<file path="config.mk">
export PLATFORM = sky130hd
export DESIGN_NAME = bp_noc_link_merge
export DESIGN_NICKNAME = d
export VERILOG_FILES = /design/src/rtl/bp_noc_link_merge.sv
export SDC_FILE = /design/constraint.sdc
export NUM_CORES = 1
export LEC_CHECK = 0
export ABC_AREA = 1
export BUFFER_PORTS_ARGS = -buffer_cell sky130_fd_sc_hd__buf_2
export CORE_MARGIN = 2
export CORE_UTILIZATION = 39
export CTS_BUF_LIST = sky130_fd_sc_hd__clkbuf_4 sky130_fd_sc_hd__clkbuf_8
export CTS_CLUSTER_SIZE = 40
export DETAILED_ROUTE_END_ITERATION = 10
export GPL_TIMING_DRIVEN = 0
export PLACE_DENSITY = 0.77
export SLEW_MARGIN = 15
export SYNTH_ARGS = -nofsm -noshare
export SYNTH_HDL_FRONTEND = slang
export SYNTH_SLANG_ARGS = --single-unit
</file>
<file path="constraint.sdc">
create_clock -name clk_i -period 17.07 [get_ports clk_i]
set_input_delay 2.5605 -clock clk_i [delete_from_list [all_inputs] [get_ports clk_i]]
set_output_delay 2.5605 -clock clk_i [all_outputs]
set_load 0.03 [all_outputs]
</file>
<file path="src/rtl/bp_noc_link_merge.sv">
// N-to-1 wormhole concentrator for ready-and NoC links: packet-atomic round-robin
// arbitration with header-encoded length, feeding a registered two-entry output buffer.
module bp_noc_link_merge #(
  parameter int flit_width_p = 64,
  parameter int num_in_p     = 4,
  parameter int len_width_p  = 4,
  parameter int len_offset_p = 0
) (
  input  logic                             clk_i,
  input  logic                             reset_i,
  input  logic [num_in_p-1:0]              en_mask_i,
  input  logic [num_in_p*flit_width_p-1:0] data_i,
  input  logic [num_in_p-1:0]              v_i,
  output logic [num_in_p-1:0]              ready_and_o,
  output logic [flit_width_p-1:0]          data_o,
  output logic                             v_o,
  input  logic                             ready_and_i,
  output logic [num_in_p-1:0]              grant_o,
  output logic [31:0]                      pkt_count_o
);

  localparam int ptr_w_lp = $clog2(num_in_p);

  typedef enum logic [0:0] {
    e_idle = 1'b0,
    e_busy = 1'b1
  } state_e;

  state_e                  state_r;
  logic [ptr_w_lp-1:0]     rr_ptr_r;
  logic [ptr_w_lp-1:0]     owner_idx_r;
  logic [len_width_p-1:0]  remaining_r;
  logic [31:0]             pkt_count_r;
  logic [flit_width_p-1:0] buf0_r;
  logic [flit_width_p-1:0] buf1_r;
  logic                    wr_ptr_r;
  logic                    rd_ptr_r;
  logic [1:0]              count_r;

  logic [num_in_p-1:0]     cand_s;
  logic                    win_found_s;
  logic [ptr_w_lp-1:0]     win_idx_s;
  logic [ptr_w_lp:0]       scan_idx_s;
  logic                    sel_valid_s;
  logic [ptr_w_lp-1:0]     sel_idx_s;
  logic [num_in_p-1:0]     ready_s;
  logic [num_in_p-1:0]     grant_s;
  logic [flit_width_p-1:0] sel_data_s;
  logic [len_width_p-1:0]  hdr_len_s;
  logic [ptr_w_lp-1:0]     next_ptr_s;
  logic                    full_s;
  logic                    enq_s;
  logic                    deq_s;

  assign full_s = (count_r == 2'd2);
  assign deq_s  = (count_r != 2'd0) & ready_and_i;

  // Round-robin scan: first enabled, valid input at or after rr_ptr, with wrap.
  always_comb begin
    cand_s      = v_i & en_mask_i;
    win_found_s = 1'b0;
    win_idx_s   = '0;
    scan_idx_s  = '0;
    for (int k = 0; k < num_in_p; k++) begin
      scan_idx_s = {1'b0, rr_ptr_r} + (ptr_w_lp+1)'(k);
      if (scan_idx_s >= (ptr_w_lp+1)'(num_in_p)) begin
        scan_idx_s = scan_idx_s - (ptr_w_lp+1)'(num_in_p);
      end else begin
        scan_idx_s = scan_idx_s;
      end
      if (!win_found_s && cand_s[scan_idx_s[ptr_w_lp-1:0]]) begin
        win_found_s = 1'b1;
        win_idx_s   = scan_idx_s[ptr_w_lp-1:0];
      end else begin
        win_found_s = win_found_s;
      end
    end
  end

  // Select the input being served and derive its ready and grant.
  always_comb begin
    sel_valid_s = 1'b0;
    sel_idx_s   = '0;
    ready_s     = '0;
    grant_s     = '0;
    if (state_r == e_busy) begin
      sel_valid_s = 1'b1;
      sel_idx_s   = owner_idx_r;
    end else if (win_found_s) begin
      sel_valid_s = 1'b1;
      sel_idx_s   = win_idx_s;
    end else begin
      sel_valid_s = 1'b0;
    end
    if (sel_valid_s && !reset_i) begin
      grant_s[sel_idx_s] = 1'b1;
      ready_s[sel_idx_s] = ~full_s;
    end else begin
      grant_s = '0;
    end
  end

  // Flit mux from the selected input.
  always_comb begin
    sel_data_s = '0;
    for (int k = 0; k < num_in_p; k++) begin
      if (sel_idx_s == ptr_w_lp'(k)) begin
        sel_data_s = data_i[k*flit_width_p +: flit_width_p];
      end else begin
        sel_data_s = sel_data_s;
      end
    end
  end

  assign hdr_len_s  = sel_data_s[len_offset_p +: len_width_p];
  assign next_ptr_s = (sel_idx_s == ptr_w_lp'(num_in_p-1)) ? '0 : sel_idx_s + ptr_w_lp'(1);
  assign enq_s      = |(v_i & ready_s);

  // Packet FSM: header arbitration, owner lock and body countdown.
  always_ff @(posedge clk_i or posedge reset_i) begin
    if (reset_i) begin
      state_r     <= e_idle;
      rr_ptr_r    <= '0;
      owner_idx_r <= '0;
      remaining_r <= '0;
      pkt_count_r <= 32'd0;
    end else if (enq_s) begin
      case (state_r)
        e_idle: begin
          rr_ptr_r    <= next_ptr_s;
          owner_idx_r <= sel_idx_s;
          remaining_r <= hdr_len_s;
          if (hdr_len_s == '0) begin
            pkt_count_r <= pkt_count_r + 32'd1;
          end else begin
            state_r <= e_busy;
          end
        end
        e_busy: begin
          remaining_r <= remaining_r - len_width_p'(1);
          if (remaining_r == len_width_p'(1)) begin
            state_r     <= e_idle;
            pkt_count_r <= pkt_count_r + 32'd1;
          end else begin
            state_r <= e_busy;
          end
        end
        default: state_r <= e_idle;
      endcase
    end else begin
      state_r <= state_r;
    end
  end

  // Two-entry output buffer; ready is computed from the pre-dequeue occupancy.
  always_ff @(posedge clk_i or posedge reset_i) begin
    if (reset_i) begin
      buf0_r   <= '0;
      buf1_r   <= '0;
      wr_ptr_r <= 1'b0;
      rd_ptr_r <= 1'b0;
      count_r  <= 2'd0;
    end else begin
      if (enq_s) begin
        if (wr_ptr_r) begin
          buf1_r <= sel_data_s;
        end else begin
          buf0_r <= sel_data_s;
        end
        wr_ptr_r <= ~wr_ptr_r;
      end else begin
        wr_ptr_r <= wr_ptr_r;
      end
      if (deq_s) begin
        rd_ptr_r <= ~rd_ptr_r;
      end else begin
        rd_ptr_r <= rd_ptr_r;
      end
      case ({enq_s, deq_s})
        2'b10:   count_r <= count_r + 2'd1;
        2'b01:   count_r <= count_r - 2'd1;
        default: count_r <= count_r;
      endcase
    end
  end

  assign ready_and_o = ready_s;
  assign grant_o     = grant_s;
  assign pkt_count_o = pkt_count_r;
  assign v_o         = (count_r != 2'd0);
  assign data_o      = rd_ptr_r ? buf1_r : buf0_r;

endmodule

</file>
==> metrics.txt <==
Hold WC Path Type=reg -> reg; Area Overhead vs Synth=25.08%; worst clock skew=0.02559 ns; Leakage=7.696 nW; Min Clock Period, post-route=9.174 ns; Core ar.=0.02778 mm²; Max Slew Vio Count=0; worst r2r src=rr_ptr_r[0]$_DFFE_PP0P_; Worst path slowest cell=clkbuf_1; worst setup path startpoint=v_i[2]; Fill cells=2908; Worst EP arrival=6.61 ns; Synth Warn #=0; synthesis-stage register bit count=173; final WL=38910 µm; register area share after synthesis=0.3945; drt pass-1 iters=6; vias per cell=5.127; Tot GR Track Use=0.2561; top post-synthesis cells by area=dfrtp_1 39%, nand2_1 25%, nand3_1 5.2%; routed via count=12.27k; deepest clock path buffer count=2; clock root cell=clkbuf_8; FP Rows=61; synthesized area=0.01097 mm²; die height=171.7 µm; Port-buffer cells=371; Slew @ Worst Pin=0.8901 ns; Iter 0 DRT Violations=1019; Distinct cells, synth=34; Sink Count=173; post-CTS setup buffers=0; Worst Setup Start Kind=primary input; Syn Nets=1882; average wire per standard cell=16.26 µm; Slew HR=0.4066; most numerous cell in the Yosys netlist=nand2_1; most used cell, CP=buf_2; area of the multi-input gates=0.005718 mm²; first-pass GRT wire length=58880 µm; hold_buf cts=0; num ports=372; Die Wd=171.7 µm; CTS Buf Count=17; largest net degree at the start of global routing=102; min-delay src=buf1_r[44]$_DFFE_PP0P_; Synth top area share=0.3945; asr flop ratio synth=1.000; CP Max Fanout=10; Crit Path Class=in -> out; H-tree lvl count=4; post-synth top area cell=dfrtp_1; # nets final=2273; gpl congestion=0.8942; initial antenna violation count=5; post-layout power=3.320 mW; # DRC=0; RSZ-0062 raised after global routing=no; layout cells sized above 1=0.2411; Mapped Cells=1608; DP HPWL=29710 µm; die area=0.02950 mm²; CP max stage delay=0.70 ns; Final Hold Viols=0; maximum VDD drop=0.0001514 V; maxcap violations=0; final setup TNS=0 ns; CTS tree=built; clk slew on worst S/H paths=0.09 ns; status=finished clean; Crit path buffers/inverters=9; crit end category=output pin; Worst-Skew Late Latency=0.47 ns; setup violators final=0; Congestion Overflow GR=0; Post-synth EDFFs=0; Pwr Density=241.8 mW/mm²; Crit path max-delay family=buffers and inverters; Post-synth top cells=725 x nand2_1, 173 x dfrtp_1, 115 x nand3_1; ys flop type=dfrtp_1; vias in the first global route=11.39k; Final ANT Viol Nets=0; Max Clock Freq=109.0 MHz; Initial Utilization=0.3950; period utilization=0.5374; critical path cell sequence=buf_2, nand2_1, nand2_1, nand2_1, nor2_1, o21bai_2, nor2_1, nand2_2, nand2_2, nor2_4, buf_2, buf_2, inv_1, ha_1, clkbuf_1, inv_1, clkbuf_1, clkbuf_1, nor2_1, buf_2; Post-CTS Resized=0; data required time of the worst path=14.51 ns; Avg Synthesized Cell Area=6.825 µm²; Reg area=0.004329 mm²
-- state kept, by name, indices dropped and copies added (netlist names) --
| signal | cells |
|---|---|
| buf0_r | 64 |
| buf1_r | 64 |
| count_r | 2 |
| owner_idx_r | 2 |
| pkt_count_o | 32 |
| rd_ptr_r | 1 |
| remaining_r | 4 |
| rr_ptr_r | 2 |
| state_r | 1 |
| wr_ptr_r | 1 |
-- logic make-up after synthesis --
family                     synth area share
buffers and inverters               0.08448
and+or+nand+nor                      0.3572
adders and majority gates          0.007980
DFF                                  0.3945
xor gates and xnor gates            0.02793
AOI/OAI and AO/OA                    0.1279
-- layout make-up --
| cell class | instances | share of cell area |
|---|---|---|
| buffer | 109 | 0.04220 |
| timing repair buffer | 372 | 0.1373 |
| clock inverter | 13 | 0.009115 |
| tap | 378 | 0.03445 |
| antenna | 3 | 0.0005469 |
| inverter | 92 | 0.02589 |
| sequential | 173 | 0.3154 |
| clock buffer | 19 | 0.01859 |
| multi-input combinational | 1234 | 0.4166 |
-- metrics by stage --
step                      hold WS (ns)  worst slack, ns  cell area (µm²)  instances    util
after global placement          0.4638            5.873            13300       2357  0.4789
after global routing            0.5035            7.549            13720       2390  0.4938
after detailed placement        0.4690            7.858            13340       2358  0.4801
after CTS                       0.4933            7.844            13720       2390  0.4938
after floorplan                 0.4529            7.168            10970       1608       -
final                           0.4916            7.896            13730       2393  0.4941
-- tightest hold or removal path: cells and delay by family, from the launching register on --
family	cells	cell delay, ns
DFF	1	0.35
and+or+nand+nor	1	0.06
AOI/OAI and AO/OA	1	0.05
-- power breakdown --
part           total (mW)  switching, mW  internal [mW]
combinational        2.41           1.71          0.702
clock               0.282          0.170          0.113
sequential          0.624         0.0745          0.550
-- cells in the final DEF, fill, tap and decap left out, types with 2 or more instances in the layout --
master / instances
nand2_1: 725
inv_8: 3
ha_1: 7
o21ai_0: 21
inv_1: 88
clkbuf_8: 18
buf_4: 7
nor3_1: 15
buf_2: 390
o21ai_1: 103
nand2_2: 8
nor4_1: 3
nand3_1: 115
a22oi_1: 4
diode_2: 3
xnor2_1: 12
nor2_1: 98
a21oi_1: 2
buf_6: 16
o211ai_1: 2
xor2_1: 23
inv_6: 5
dfrtp_1: 173
clkbuf_1: 55
clkinv_4: 4
nand2_4: 3
o21ai_2: 20
nand4_1: 7
o221ai_1: 60
buf_1: 12
-- per-layer routing --
layer / share of wire / GRT usage / up-vias
li1: - / - / 5959
met1: 0.42 / 0.3185 / 5736
met2: 0.48 / 0.4423 / 503
met3: 0.072 / 0.04947 / 67
met4: 0.031 / 0.09207 / 4
met5: 0.00077 / 0 / -
-- path summary, 6_finish.rpt --
check	depth (start not counted)	slack, ns	end
max in group asynchronous	3	13.99	buf0_r[36]$_DFFE_PP0P_
worst min-delay path	2	0.49	buf1_r[44]$_DFFE_PP0P_
worst min register to register	2	0.49	buf1_r[44]$_DFFE_PP0P_
min in group asynchronous	2	2.19	pkt_count_o[7]$_DFFE_PP0P_
worst max-delay path	20	7.90	grant_o[2]
worst max register to register	23	12.15	buf0_r[63]$_DFFE_PP0P_
No activity file was read; power rests on OpenSTA's default activity.
